`src/rtl/cla_pkg.sv`:
```
// Shared definitions for the multi-word carry-lookahead adder sequencer.
package cla_pkg;

    localparam logic [1:0] S_IDLE = 2'd0;
    localparam logic [1:0] S_RUN  = 2'd1;
    localparam logic [1:0] S_DONE = 2'd2;

    localparam int CLA_N = 8;

    typedef enum logic [1:0] {
        IDLE = S_IDLE,
        RUN  = S_RUN,
        DONE = S_DONE
    } seq_state_e;

endpackage

```
`src/rtl/cla_nbits.sv`:
```
// Combinational n-bit carry-lookahead adder: every carry is a flat sum of
// generate terms gated by the propagate run above them, plus the carry-in term.
module cla_nbits #(
    parameter int n = 8
) (
    input  logic [n-1:0] x,
    input  logic [n-1:0] y,
    input  logic         cin,
    output logic [n-1:0] s,
    output logic         cout
);

    logic [n-1:0] g_s;
    logic [n-1:0] p_s;
    logic [n:0]   c_s;

    // Lookahead carry for each bit position.
    always_comb begin
        logic acc_v;
        logic term_v;
        g_s    = x & y;
        p_s    = x ^ y;
        c_s    = '0;
        c_s[0] = cin;
        for (int i = 0; i < n; i++) begin
            term_v = cin;
            for (int k = 0; k <= i; k++) begin
                term_v = term_v & p_s[k];
            end
            acc_v = term_v;
            for (int j = 0; j <= i; j++) begin
                term_v = g_s[j];
                for (int k = j + 1; k <= i; k++) begin
                    term_v = term_v & p_s[k];
                end
                acc_v = acc_v | term_v;
            end
            c_s[i+1] = acc_v;
        end
    end

    assign s    = p_s ^ c_s[n-1:0];
    assign cout = c_s[n];

endmodule

```
`src/rtl/cla_multiword_seq.sv`:
```
// Multi-precision adder: walks K chunks of n bits through one shared
// cla_nbits, feeding each chunk's carry-out into the next chunk.
module cla_multiword_seq
    import cla_pkg::*;
#(
    parameter int n = CLA_N,
    parameter int K = 4
) (
    input  logic           clk,
    input  logic           rst_n,
    input  logic           in_valid,
    output logic           in_ready,
    input  logic [n*K-1:0] a,
    input  logic [n*K-1:0] b,
    input  logic           cin,
    output logic           out_valid,
    input  logic           out_ready,
    output logic [n*K-1:0] sum,
    output logic           cout,
    output logic           busy
);

    localparam int W  = n * K;
    localparam int IW = (K > 1) ? $clog2(K) : 1;
    localparam logic [IW-1:0] IDX_LAST = IW'(K - 1);

    seq_state_e    state_q, state_d;
    logic [IW-1:0] idx_q,   idx_d;
    logic          carry_q, carry_d;
    logic [W-1:0]  a_q,     a_d;
    logic [W-1:0]  b_q,     b_d;
    logic [W-1:0]  sum_q,   sum_d;
    logic          cout_q,  cout_d;

    logic [n-1:0]  x_s;
    logic [n-1:0]  y_s;
    logic [n-1:0]  s_s;
    logic          cout_cla_s;

    assign x_s = a_q[int'(idx_q)*n +: n];
    assign y_s = b_q[int'(idx_q)*n +: n];

    cla_nbits #(.n(n)) u_cla (
        .x    (x_s),
        .y    (y_s),
        .cin  (carry_q),
        .s    (s_s),
        .cout (cout_cla_s)
    );

    // Next-state, chunk sequencing and result accumulation.
    always_comb begin
        state_d = state_q;
        idx_d   = idx_q;
        carry_d = carry_q;
        a_d     = a_q;
        b_d     = b_q;
        sum_d   = sum_q;
        cout_d  = cout_q;
        case (state_q)
            IDLE: begin
                if (in_valid) begin
                    a_d     = a;
                    b_d     = b;
                    carry_d = cin;
                    idx_d   = '0;
                    sum_d   = '0;
                    state_d = RUN;
                end else begin
                    state_d = IDLE;
                end
            end
            RUN: begin
                sum_d[int'(idx_q)*n +: n] = s_s;
                carry_d = cout_cla_s;
                if (idx_q == IDX_LAST) begin
                    cout_d  = cout_cla_s;
                    idx_d   = '0;
                    state_d = DONE;
                end else begin
                    idx_d   = idx_q + IW'(1);
                    state_d = RUN;
                end
            end
            DONE: begin
                if (out_ready) begin
                    state_d = IDLE;
                end else begin
                    state_d = DONE;
                end
            end
            default: begin
                state_d = IDLE;
                idx_d   = '0;
            end
        endcase
    end

    // State, operand and result registers with synchronous active-low reset.
    always_ff @(posedge clk) begin
        if (!rst_n) begin
            state_q <= IDLE;
            idx_q   <= '0;
            carry_q <= 1'b0;
            a_q     <= '0;
            b_q     <= '0;
            sum_q   <= '0;
            cout_q  <= 1'b0;
        end else begin
            state_q <= state_d;
            idx_q   <= idx_d;
            carry_q <= carry_d;
            a_q     <= a_d;
            b_q     <= b_d;
            sum_q   <= sum_d;
            cout_q  <= cout_d;
        end
    end

    // Handshake flags are suppressed while reset is asserted.
    assign in_ready  = rst_n && (state_q == IDLE);
    assign out_valid = rst_n && (state_q == DONE);
    assign busy      = rst_n && ((state_q == RUN) || (state_q == DONE));
    assign sum       = sum_q;
    assign cout      = cout_q;

endmodule

```
`config.mk`:
```
export PLATFORM = sky130hd
export DESIGN_NAME = cla_multiword_seq
export DESIGN_NICKNAME = d
export VERILOG_FILES = /design/src/rtl/cla_pkg.sv /design/src/rtl/cla_nbits.sv /design/src/rtl/cla_multiword_seq.sv
export SDC_FILE = /design/constraint.sdc
export NUM_CORES = 1
export LEC_CHECK = 0
export ABC_CLOCK_PERIOD_IN_PS = 4850
export CORE_MARGIN = 1.5
export CORE_UTILIZATION = 54
export DETAILED_ROUTE_END_ITERATION = 8
export PLACE_DENSITY = 0.85
export SLEW_MARGIN = 20
export SYNTH_ARGS = -nofsm -noshare
export SYNTH_HDL_FRONTEND = slang
export SYNTH_SLANG_ARGS = --single-unit
```
`constraint.sdc`:
```
create_clock -name clk -period 4.85 [get_ports clk]
set_input_delay 1.455 -clock clk [delete_from_list [all_inputs] [get_ports clk]]
set_output_delay 1.455 -clock clk [all_outputs]
set_load 0.02 [all_outputs]
```
; Word-level counts from Yosys, hierarchy flattened
; Cells that the tools add are included.
[op_classes]
eq_ne = 4
add_sub_neg = 2
mul = 0
bitwise_logic = 76
n_div = 0
mux = 12
magnitude_cmp = 0
n_reduce_logical = 10
shift = 4
[op_table]
columns = op, count
row1 = $pmux W32 S2, 1
row2 = $shiftx A32 B6 Y8, 2
row3 = $and A1 B1 Y1, 36
row4 = $or A1 B1 Y1, 36
row5 = $neg A5 Y33, 1
row6 = $shift A8 B33 Y32 const A, 1
row7 = $shiftx A8 B33 Y32, 1
row8 = $bwmux W32, 1
row9 = $mux W32, 1
row10 = $xor A8 B8 Y8, 2
row11 = $pmux W2 S3, 2
row12 = $and A8 B8 Y8, 1
row13 = $mux W2, 4
row14 = $reduce_and A2 Y1, 4
row15 = $eq A2 B2 Y1 const B, 2
row16 = $logic_and A1 B1 Y1, 3
row17 = $add A2 B1 Y2 const B, 1
row18 = $eq A2 B1 Y1 const B, 1
row19 = $logic_not A2 Y1, 1
row20 = $mux W1, 2
row21 = $ne A2 B2 Y1 const B, 1
row22 = $pmux W1 S2, 1
row23 = $reduce_bool A2 Y1, 1
row24 = $logic_or A1 B1 Y1, 1
row25 = $not A1 Y1, 1
[totals]
ramBits = 0
word_cells = 115
output_inout_bits = 36
regBits = 102
latchBits = 0
mem_bits_ro = 0
n_memories = 0

; Logic depth before layout (Yosys ltp)
[depth]
word_depth = 20
ltp_mapped = 10

; By module
; From an unflattened synthesis, not the netlist that was laid out.
[unflattened]
cells_unflattened = 527
hier_area_um2 = 4853.4
[by_module_without_submodules]
columns = mod, area_each_um2, cells_per_inst, instances, seq_area_each_um2
row1 = cla_multiword_seq, 4535.6, 489, 1, 2042.0
row2 = cla_nbits, 317.8, 38, 1, 0.0

; Least setup slack after synthesis
; OpenSTA, ideal clock, no wires.
[synth_timing]
path_kind = input-to-output
startpoint = in rst_n
endpoint = out busy
arrival_time_ns = 2.442
setup_slack_ns = 0.953
t_required_ns = 3.395
cell_stages = 4
cell_sequence = clkbuf_1 buf_2 clkbuf_1 and2_1
[synth_between]
elab_chain_len = 1
[synth_lines]
columns = element, line
row1 = from (decl), cla_multiword_seq.sv:10  ; input logic rst_n,
row2 = $logic_and A1 B1 Y1, cla_multiword_seq.sv:123  ; assign busy = rst_n && ((state_q == RUN) || (state_q == DONE));
row3 = to (decl), cla_multiword_seq.sv:20  ; output logic busy
; No other way between the ends.

; Final worst setup path
[layout_timing]
startpoint = in rst_n
endpoint = out in_ready
[layout_between]
elab_chain_len = 1
[layout_lines]
columns = element, line
row1 = $logic_and A1 B1 Y1, cla_multiword_seq.sv:121  ; assign in_ready = rst_n && (state_q == IDLE);
row2 = to (decl), cla_multiword_seq.sv:12  ; output logic in_ready,
; No other way between the ends.

==> metrics.md <==
| Metric | Value |
|---|---|
| Worst slew margin | `0.311` |
| HPWL Detailed | `7790 um` |
| CP Class | `in -> out` |
| Share of cells above drive strength 1 | `0.0795` |
| Setup Buffers After CTS | `0` |
| Initial DRC Count | `187` |
| Sequential share of the synthesized area | `0.443` |
| EDFF count, synth | `0` |
| Run status | `finished, final reports clean` |
| Worst-skew pair later-pin latency | `0.36 ns` |
| Core area | `0.00826 mm^2` |
| Met1 Use GR | `0.314` |
| DRT Pass-1 Iters | `7` |
| Cts hold-fix bufs | `0` |
| Grt total ovfl | `0` |
| Ant diodes | `0` |
| Tcrit/Tclk final | `0.773` |
| R2r worst-path depth | `8` |
| CP endpoint kind | `output port` |
| Initial antenna violation count | `0` |
| Worst slew pin tran | `1.03 ns` |
| Fin crit period | `3.75 ns` |
| Number of port buffers | `104` |
| Max Cap Viol | `0` |
| CP startpoint kind | `primary input` |
| GRT Total Usage | `0.249` |
| Core Rows | `33` |
| Post-Synthesis Cells | `509` |
| Routed vias | `3913` |
| Clock root cell | `clkbuf_8` |
| Synthesis-to-layout area growth | `28.8%` |
| Post-DRT Antenna Nets | `0` |
| Drt drc | `0` |
| TNS Setup | `0 ns` |
| PD cells | `295 mW/mm^2` |
| Crit path required time | `3.39 ns` |
| GR peak layer | `met2` |
| Vias in the first global route | `3762` |
| Longest Clk Path Bufs | `2` |
| GR Layer Usage met2 | `0.413` |
| Async set-reset flop share out of synthesis | `0` |
| Fmax achieved | `0.267 GHz` |
| Routability-driven placement congestion ratio | `0.846` |
| Clock transition at path regs | `0.09 ns` |
| Num ports | `105` |
| Flops & latches, synth | `102` |
| Slew Viols, Final | `0` |
| Syn. warnings | `0` |
| Worst Hold Class | `reg -> reg` |
| Most frequent cells in the layout | `nand2_1, clkdlybuf4s50_1, dfxtp_1` |
| Synth Cell Area | `0.00461 mm^2` |
| Htree depth | `3` |
| Prevailing post-synth register cell | `dfxtp_1` |
| Detailed Route WL | `10900 um` |
| Fin. Hold Viols | `0` |
| Synth area leaders | `dfxtp_1, nand2_1, a21boi_0, mux4_2, ha_1` |
| Synth top area share | `0.443` |
| Die area | `0.00909 mm^2` |
| Post-Syn Nets | `596` |
| Skew final | `0.00708 ns` |
| Via/cell ratio | `5.52` |
| Routed wire length per instance | `15.3 um` |
| Pleak | `0.00218 uW` |
| Clock sink count | `102` |
| Pwr Total | `1750 uW` |
| CTS tree | `built` |
| WHS Path Cells | `2` |
| Synthesized area per cell | `9.05 um^2` |
| # resized after CTS | `0` |
| Worst vdd ir | `0.000135 V` |
| Die Y | `95.4 um` |
| Largest net degree at the start of global routing | `66` |
| Area leader, netlist | `dfxtp_1` |
| Post-synthesis cell type count | `41` |
| Top fanout value on the critical path | `5` |
| RSZ-0062 raised after global routing | `false` |
| Final setup viols | `0` |
| Most common cell after layout, fill and taps aside | `nand2_1` |
| First-pass GRT wire length | `17400 um` |
| Nets@finish | `687` |
| Met3 usage | `0.0415` |
| Total CTS buffers | `9` |
| Die X | `95.4 um` |
| WP data arrival | `2.29 ns` |
| Initial core utilization | `0.558` |
[flip-flops by register name, indices dropped and copies added (netlist names)]
signal   cells
cout         1
state_q      2
b_q         32
a_q         32
carry_q      1
idx_q        2
sum         32
[cell type report]
| class | instances | area [um^2] |
|---|---|---|
| tap | 105 | 131 |
| sequential | 102 | 2040 |
| clock inverter | 4 | 70.1 |
| inverter | 7 | 26.3 |
| multi-input combinational | 370 | 2430 |
| timing repair buffer | 110 | 1080 |
| fill | 645 | 2320 |
| clock buffer | 11 | 151 |
[worst paths after layout]
path	slack (ns)	from	endpoint
worst min register to register	0.45	sum[28]$_SDFFE_PN0P_	sum[28]$_SDFFE_PN0P_
worst max-delay path	1.10	rst_n	in_ready
worst min-delay path	0.45	sum[28]$_SDFFE_PN0P_	sum[28]$_SDFFE_PN0P_
worst max register to register	1.26	idx_q[0]$_SDFFE_PN0P_	sum[7]$_SDFFE_PN0P_
[cell usage after synthesis (2+ instances only)]
cell / count
a21boi_0: 69
a21oi_1: 8
a22oi_1: 16
and2_1: 5
buf_1: 2
buf_2: 3
clkbuf_1: 25
dfxtp_1: 102
ha_1: 17
inv_1: 5
inv_2: 2
mux4_2: 16
nand2_1: 144
nand2b_1: 8
nand3_1: 15
nor2_1: 7
nor2b_1: 20
o21ai_0: 15
o21ai_1: 6
xor2_1: 3
[metal layers]
metal  routed length [um]  part of all wire
met1                 4810              0.44
met2                 5210              0.48
met3                  554             0.051
met4                  284             0.026
met5                    0                 0
[critical path, cell delays in order]
cell and delay (ns):
buf_2 0.12, and2_1 0.13, clkdlybuf4s50_1 0.60
[report_power, final]
group          internal (uW)  leakage [uW]  switching, uW
Combinational            127       0.00124            134
Clock                    314      0.000115            277
Sequential               873      0.000832           23.0
[metrics by stage]
stage | std cells | area [um^2] | utilization | hold slack [ns] | setup WS [ns]
2_1_floorplan | 509 | 4610 | - | 0.440 | 0.953
3_3_place_gp | 694 | 5710 | 0.691 | 0.441 | 1.11
3_5_place_dp | 694 | 5710 | 0.691 | 0.444 | 1.10
4_1_cts | 709 | 5930 | 0.718 | 0.455 | 1.10
5_1_grt | 709 | 5930 | 0.718 | 0.480 | 1.06
6_report | 709 | 5930 | 0.718 | 0.451 | 1.10
[cell families (layout without fill, tap and decap cells)]
logic type      after synthesis  in the layout  share of synthesized area
xor+xnor                      4              4                    0.00761
simple gates                210            210                      0.205
mux                          16             16                     0.0782
compound gates              122            122                      0.184
flops                       102            102                      0.443
buf+inv                      37            132                     0.0310
fa+ha+maj                    18             18                     0.0505
Power figures use the tool's default switching activity.
